## src/rtl/sdram_arbiter_if.sv

```systemverilog
// Avalon-MM bus bundle; N lanes of command signals, one shared readdata.
// The arbiter uses the slave view toward requesters and the master view toward SDRAM.
interface sdram_arbiter_if #(
  parameter int N      = 1,
  parameter int ADDR_W = 32,
  parameter int DATA_W = 32
);
  logic [N*ADDR_W-1:0] address;
  logic [N-1:0]        read;
  logic [N-1:0]        write;
  logic [N*DATA_W-1:0] writedata;
  logic [N-1:0]        waitrequest;
  logic [DATA_W-1:0]   readdata;
  logic [N-1:0]        readdatavalid;

  modport master (
    output address, read, write, writedata,
    input  waitrequest, readdata, readdatavalid
  );

  modport slave (
    input  address, read, write, writedata,
    output waitrequest, readdata, readdatavalid
  );
endinterface

```

## src/rtl/sdram_arbiter.sv

```systemverilog
// Round-robin arbiter sharing one Avalon-MM SDRAM master between NUM_REQ requesters,
// one transaction outstanding at a time.
//
// state   | meaning
// IDLE    | pick next pending requester after last, no command issued
// WR      | write driven to SDRAM until accepted or requester drops write
// RD_CMD  | read command driven until SDRAM accepts it
// RD_DATA | waiting for readdatavalid, routed to the granted requester
module sdram_arbiter #(
  parameter int NUM_REQ = 4,
  parameter int ADDR_W  = 32,
  parameter int DATA_W  = 32
) (
  input  logic            clk,
  input  logic            rst_n,
  sdram_arbiter_if.slave  req,
  sdram_arbiter_if.master sdram,
  output logic [2:0]      grant,
  output logic            busy
);

  localparam int GW = (NUM_REQ > 1) ? $clog2(NUM_REQ) : 1;

  typedef enum logic [1:0] {IDLE, WR, RD_CMD, RD_DATA} state_t;

  state_t              state_q, state_d;
  logic [GW-1:0]       grant_q, grant_d;
  logic [GW-1:0]       last_q, last_d;
  logic [GW-1:0]       winner, cand;
  logic                found;
  logic [NUM_REQ-1:0]  pend;
  logic [ADDR_W-1:0]   addr_arr [NUM_REQ];
  logic [DATA_W-1:0]   data_arr [NUM_REQ];

  logic                m_read, m_write;
  logic [ADDR_W-1:0]   m_addr;
  logic [DATA_W-1:0]   m_wdata;
  logic [NUM_REQ-1:0]  r_wait, r_rdv;

  for (genvar i = 0; i < NUM_REQ; i++) begin : g_split
    assign addr_arr[i] = req.address[i*ADDR_W +: ADDR_W];
    assign data_arr[i] = req.writedata[i*DATA_W +: DATA_W];
  end

  assign pend = req.read | req.write;

  // Walk the search order backwards so the nearest pending requester after last wins.
  always_comb begin
    found  = 1'b0;
    winner = last_q;
    cand   = '0;
    for (int k = NUM_REQ; k >= 1; k--) begin
      cand = GW'((int'(last_q) + k) % NUM_REQ);
      if (pend[cand]) begin
        found  = 1'b1;
        winner = cand;
      end
    end
  end

  always_ff @(posedge clk or negedge rst_n) begin
    if (!rst_n) begin
      state_q <= IDLE;
      grant_q <= '0;
      last_q  <= GW'(NUM_REQ - 1);
    end else begin
      state_q <= state_d;
      grant_q <= grant_d;
      last_q  <= last_d;
    end
  end

  always_comb begin
    state_d = state_q;
    grant_d = grant_q;
    last_d  = last_q;
    m_read  = 1'b0;
    m_write = 1'b0;
    m_addr  = '0;
    m_wdata = '0;
    r_wait  = '1;
    r_rdv   = '0;
    case (state_q)
      IDLE: begin
        if (found) begin
          grant_d = winner;
          state_d = req.read[winner] ? RD_CMD : WR;
        end
      end
      WR: begin
        m_write         = 1'b1;
        m_addr          = addr_arr[grant_q];
        m_wdata         = data_arr[grant_q];
        r_wait[grant_q] = sdram.waitrequest[0];
        // A dropped write is abandoned rather than left hanging on the bus.
        if (!sdram.waitrequest[0] || !req.write[grant_q]) begin
          last_d  = grant_q;
          state_d = IDLE;
        end
      end
      RD_CMD: begin
        m_read = 1'b1;
        m_addr = addr_arr[grant_q];
        if (!sdram.waitrequest[0]) begin
          if (sdram.readdatavalid[0]) begin
            r_rdv[grant_q]  = 1'b1;
            r_wait[grant_q] = 1'b0;
            last_d          = grant_q;
            state_d         = IDLE;
          end else begin
            state_d = RD_DATA;
          end
        end
      end
      RD_DATA: begin
        if (sdram.readdatavalid[0]) begin
          r_rdv[grant_q]  = 1'b1;
          r_wait[grant_q] = 1'b0;
          last_d          = grant_q;
          state_d         = IDLE;
        end
      end
      default: state_d = IDLE;
    endcase
  end

  assign sdram.read        = m_read;
  assign sdram.write       = m_write;
  assign sdram.address     = m_addr;
  assign sdram.writedata   = m_wdata;
  assign req.waitrequest   = r_wait;
  assign req.readdatavalid = r_rdv;
  assign req.readdata      = sdram.readdata;

  assign grant = 3'(grant_q);
  assign busy  = (state_q != IDLE);

endmodule

```

## src/flat_wrapper.sv

```systemverilog
// flat-port wrapper written by rule: the top's interface ports become plain ports
module sdram_arbiter_flat 
#(
  parameter int NUM_REQ = 4,
  parameter int ADDR_W  = 32,
  parameter int DATA_W  = 32
)
  (clk, rst_n, grant, busy, req_address, req_read, req_write, req_writedata, req_waitrequest, req_readdata, req_readdatavalid, sdram_address, sdram_read, sdram_write, sdram_writedata, sdram_waitrequest, sdram_readdata, sdram_readdatavalid);
  sdram_arbiter_if #(.N((4)), .ADDR_W(ADDR_W), .DATA_W(DATA_W)) req_i ();
  sdram_arbiter_if #(.N(1), .ADDR_W(ADDR_W), .DATA_W(DATA_W)) sdram_i ();
  input  logic clk;
  input  logic rst_n;
  output logic [2:0] grant;
  output logic busy;
  input wire logic [$bits(req_i.address)-1:0] req_address;
  input wire logic [$bits(req_i.read)-1:0] req_read;
  input wire logic [$bits(req_i.write)-1:0] req_write;
  input wire logic [$bits(req_i.writedata)-1:0] req_writedata;
  output wire logic [$bits(req_i.waitrequest)-1:0] req_waitrequest;
  output wire logic [$bits(req_i.readdata)-1:0] req_readdata;
  output wire logic [$bits(req_i.readdatavalid)-1:0] req_readdatavalid;
  output wire logic [$bits(sdram_i.address)-1:0] sdram_address;
  output wire logic [$bits(sdram_i.read)-1:0] sdram_read;
  output wire logic [$bits(sdram_i.write)-1:0] sdram_write;
  output wire logic [$bits(sdram_i.writedata)-1:0] sdram_writedata;
  input wire logic [$bits(sdram_i.waitrequest)-1:0] sdram_waitrequest;
  input wire logic [$bits(sdram_i.readdata)-1:0] sdram_readdata;
  input wire logic [$bits(sdram_i.readdatavalid)-1:0] sdram_readdatavalid;
  assign req_i.address = req_address;
  assign req_i.read = req_read;
  assign req_i.write = req_write;
  assign req_i.writedata = req_writedata;
  assign req_waitrequest = req_i.waitrequest;
  assign req_readdata = req_i.readdata;
  assign req_readdatavalid = req_i.readdatavalid;
  assign sdram_address = sdram_i.address;
  assign sdram_read = sdram_i.read;
  assign sdram_write = sdram_i.write;
  assign sdram_writedata = sdram_i.writedata;
  assign sdram_i.waitrequest = sdram_waitrequest;
  assign sdram_i.readdata = sdram_readdata;
  assign sdram_i.readdatavalid = sdram_readdatavalid;
  sdram_arbiter #(.NUM_REQ(NUM_REQ), .ADDR_W(ADDR_W), .DATA_W(DATA_W)) u_core (.clk(clk), .rst_n(rst_n), .req(req_i), .sdram(sdram_i), .grant(grant), .busy(busy));
endmodule
```

## config.mk

```make
export PLATFORM = sky130hd
export DESIGN_NAME = sdram_arbiter_flat
export DESIGN_NICKNAME = d
export VERILOG_FILES = /design/src/rtl/sdram_arbiter_if.sv /design/src/rtl/sdram_arbiter.sv /design/src/flat_wrapper.sv
export SDC_FILE = /design/constraint.sdc
export NUM_CORES = 1
export LEC_CHECK = 0
export ABC_AREA = 1
export CAP_MARGIN = 20
export CORE_AREA = 2 2 159 161
export DETAILED_ROUTE_END_ITERATION = 10
export DIE_AREA = 0 0 161 163
export PLACE_DENSITY_LB_ADDON = 0.2
export SLEW_MARGIN = 20
export SYNTH_ARGS = -nofsm -noshare
export SYNTH_HDL_FRONTEND = slang
export SYNTH_SLANG_ARGS = --single-unit
```

## constraint.sdc

```tcl
create_clock -name clk -period 2 [get_ports clk]
set_input_delay 0.4 -clock clk [delete_from_list [all_inputs] [get_ports clk]]
set_output_delay 0.4 -clock clk [all_outputs]
set_load 0.02 [all_outputs]
```

Yosys cells after proc, flatten, opt, wreduce, memory -nomap -nowiden:

Index checks and enable logic that the tools add are counted.

* register bits after elaboration: 6
* input bits: 300
* logic and storage cells: 86

* $add $sub $neg: 4
* magnitude comparators: 8
* equality and inequality tests: 7
* muxes and demuxes: 49
* bitwise operators: 4
* reductions and logical operators: 11

Operator list (number)
* two-way mux 32 bit: 6
* binary-select mux 32 bit (select 2 bit): 2
* two-way mux 2 bit: 13
* less-than comparator 2 x 3 -> 1 bit (second input constant): 6
* two-way mux 4 bit: 4
* two-way mux 1 bit: 13
* binary-select mux 1 bit (select 2 bit): 6
* case mux 4 bit (3 select lines): 1
* bitwise OR 4 bit: 2
* case mux 2 bit (4 select lines): 1
* case mux 4 bit (2 select lines): 1
* case mux 2 bit (3 select lines): 1
* adder 2 x 1 -> 2 bit (second input constant): 2
* adder 2 bit (second input constant): 2
* equality test 2 bit (second input constant): 2
* inequality test 2 x 1 -> 1 bit (second input constant): 2
* inequality test 2 bit (second input constant): 2
* inverter 4 bit: 1
* AND reduction 4 bit: 1
* greater-or-equal comparator 3 bit (second input constant): 1
* inverter 2 -> 3 bit: 1
* AND reduction 3 bit: 1
* nonzero test 3 bit: 1
* demux 1 bit (select 2 bit): 1
* 9 further kinds: 10

Depth between registers and ports, before layout:

* depth in word-level cells: 12
* mapped depth: 14
* depth with buffers taken out: 13

Worst setup path before layout:

OpenSTA, ideal clock, no wires.

* path type: flip-flop to output port
* start point: reg u_core.grant_q[0]
* end point: out sdram_writedata[10]
* data arrival time: 1.647 ns
* required time: 1.600 ns
* path slack: -0.047 ns
* stages on the path, launching flop included: 6
* cells stage by stage: dfrtp_1 > nor2_1 > buf_2 > buf_1 > a22oi_1 > a21oi_1

* word-level cells in the longest chain between the ends: 5

RTL lines
* start, declared: line sdram_arbiter.sv:27 `logic [GW-1:0] grant_q, grant_d;`
* start signal, assigned: line sdram_arbiter.sv:68 `grant_q <= grant_d;`
* inverter 2 -> 3 bit (implied by the code): line sdram_arbiter.sv:93 `m_wdata = data_arr[grant_q];`
* binary-select mux 32 bit (select 2 bit): line sdram_arbiter.sv:93
* two-way mux 32 bit (implied by the code) (2 in series): line sdram_arbiter.sv:93
* two-way mux 32 bit: line sdram_arbiter.sv:83 `case (state_q)`
* end, declared: line flat_wrapper.sv:25 `output wire logic [$bits(sdram_i.writedata)-1:0] sdram_writedata;`

No other way between the ends. The select of a mux whose other input is x is not followed.

Worst setup path after layout:

* start point: reg u_core.grant_q[0]
* end point: out sdram_writedata[6]

The elaborated chain is that of the path after synthesis.

==> results.md <==
- Outcome: finished, violations left
- Failing checks: setup timing
- Mapped Nets: 711
- Commonest non-fill, non-tap cell in the layout: clkdlybuf4s50_1
- Layout cells sized above 1: 0.449
- CP Capture Type: output port
- Hold Fails Final Rpt: 0
- Final worst path period share: 1.10
- Sw frac: 0.491
- GR Util All Layers: 0.156
- WL met3: 1430 um
- Sequential share of power: 0.025
- RD Place Congestion: 0.757
- Setup ws final: -210 ps
- Clk_lat worst skew: 230 ps
- Crit Path Class: reg -> out
- DRT Wirelength: 22700 um
- Die Ht: 163 um
- Number of port buffers: 344
- Post-route DRC violation count: 0
- Synthesized instance count: 406
- First-pass GRT wire length: 30600 um
- Initial Util: 0.104
- Leading area contributor after synthesis: a22oi_1
- Longest Clk Path Bufs: 2
- Comb power frac: 0.948
- Drt pass-1 iters: 6
- CTS tree: built
- Clock net sink count: 6
- Reg2Reg Launch Point: u_core.grant_q[1]
- GRT Residual Overflow: 0
- Critical-path maximum fanout: 5
- Area growth syn-to-layout: 223%
- PwrDens: 1510 nW/um2
- Vias: 4838
- Clock Power Share: 0.027
- Die area: 26200 um2
- Post-synthesis cell type count: 31
- HP Class: in -> async
- Most frequent cells in the layout: clkdlybuf4s50_1, buf_4, a22oi_2
- Setup slack at placement: -373 ps
- # Max-Cap Violations: 0
- Leakage Power: 3.18 nW
- Clock Skews: 2.97 ps
- Peak supply drop: 0.504 mV
- Post-DP HPWL: 16000 um
- Initial DRC Count: 183
- Post-route antenna net violation count: 0
- Largest net degree at the start of global routing: 34
- Clock transition at the registers of the reported paths: 40 ps
- Core Region: 24700 um2
- CTS Buf Count: 3
- Via density: 4.26
- CP Data Required Time: 1600 ps
- Die Span X: 161 um
- Cts hold-fix bufs: 0
- Yosys warnings: 0
- # setup viols final: 69
- Slew Viols, Final: 0
- Tmin final: 2210 ps
- Placed Cells: 1080
- Yosys reg bits: 6
- Mean post-synth cell area: 6.32 um2
- Worst setup SP type: flip-flop
- NetSw: 0.00613 W
- RSZ-0062 raised after global routing: yes
- Max Used Layer: met4
- Vias in the first global route: 4834
- Final net count: 1113
- Area share of the largest cell type after synthesis: 0.375
- Placed Area: 6730 um2
- TNS Setup: -6680 ps
- Utilization after layout: 0.336
- Max Freq: 0.453 GHz
- # diodes: 0
- CP arrival: 1810 ps
- Critical path launch point: u_core.grant_q[0]
- Clock Root Buffer: clkbuf_16
- Rows: 58
- H-tree depth: 1
- Met2 WL post-DR: 11500 um
- Internal power: 0.00636 W
- Initial antenna violation count: 0
- Final instance area: 8290 um2
- Final cell count without fillers: 1137
- Wire length on met1: 9240 um
- # IOs: 410
- Post-synthesis sequential area ratio: 0.0595
- Syn Std Cell Area: 2560 um2
- WL per Instance: 20.0 um
- Main area contributors after synthesis: a22oi_1, a21oi_1, buf_4
## sequential cells by signal, summed over array words and instances, names as in the netlist
register and count:
u_core.state_q 2, u_core.last_q 2, u_core.grant_q 2
## layer usage
metal,GRT usage,vias to the layer above
met1,0.188,2275
met2,0.287,224
met4,0.0386,0
met3,0.0283,35
met5,0,-
li1,-,2304
## final timing paths
check                                     end  slack, ps  depth (start not counted)
max reg2reg                 u_core.state_q[0]        -10                         13
min                         u_core.state_q[0]        440                          1
min reg2reg                  u_core.last_q[1]        520                          2
max                        sdram_writedata[6]       -210                         10
max in group asynchronous    u_core.last_q[0]       1270                          1
min in group clk             u_core.last_q[1]        520                          2
## synthesized netlist by cell type
| master | n |
|---|---|
| a22oi_1 | 128 |
| a21oi_1 | 69 |
| nand2_1 | 41 |
| buf_4 | 33 |
| buf_2 | 20 |
| inv_1 | 16 |
| nand3_1 | 15 |
| nor2_1 | 14 |
| clkbuf_1 | 12 |
| nand2_2 | 8 |
| nand3_2 | 7 |
| o21ai_0 | 7 |
| inv_2 | 6 |
| ha_1 | 5 |
| dfrtp_1 | 4 |
| and2_1 | 2 |
| buf_1 | 2 |
| dfstp_2 | 2 |
| nand2_4 | 2 |
| nor3_1 | 2 |
| a21oi_2 | 1 |
| a31oi_1 | 1 |
| buf_6 | 1 |
| clkinv_1 | 1 |
| conb_1 | 1 |
| inv_6 | 1 |
| nand3b_1 | 1 |
| nand4_1 | 1 |
| nor3_2 | 1 |
| o211ai_1 | 1 |
| o21ai_1 | 1 |
## cells by family after synthesis
family	Yosys count	share of synthesized area
AO/OA/AOI/OAI	208	0.534
AND/OR/NAND/NOR	94	0.183
buffers and inverters	92	0.198
flip-flops	6	0.0595
adder cells (fa/ha/maj)	5	0.0244
other	1	0.00146
## timing repair
item                       4_1_cts  5_1_grt
gates resized for setup        421      150
pin swaps                       33       52
buffers inserted                32       17
setup endpoints to repair       75       76
cloned                           9        0
hold endpoints to repair         0        0
## layout make-up
type,instances,area (um2)
clock buffer,4,78.8
inverter,24,111
tap,330,413
sequential,6,154
multi-input combinational,308,2570
fill,2600,16400
timing repair buffer,465,4960
## worst max-delay path: stages, from the launching register on
cell     delay, ps
dfrtp_2        470
inv_2          110
nor2_4          40
buf_12         120
buf_12         130
buf_12         120
buf_8          120
buf_6          110
a22oi_2        130
a21oi_2         70
buf_6          140
## power by group through the flow
stage          logic, W  clock network (W)  registers (W)
2_1_floorplan   0.00437                  0       0.000286
3_5_place_dp    0.00878                  0       0.000302
3_3_place_gp    0.00888                  0       0.000301
5_1_grt          0.0126           0.000350       0.000326
6_report         0.0118           0.000336       0.000312
4_1_cts          0.0108           0.000345       0.000312
## through the flow
stage / power [W] / hold slack, ps
6_report: 0.0125 / 439
5_1_grt: 0.0132 / 468
4_1_cts: 0.0115 / 458
3_5_place_dp: 0.00909 / 535
3_3_place_gp: 0.00918 / 537
2_1_floorplan: 0.00465 / 104
Power figures use the tool's default switching activity.
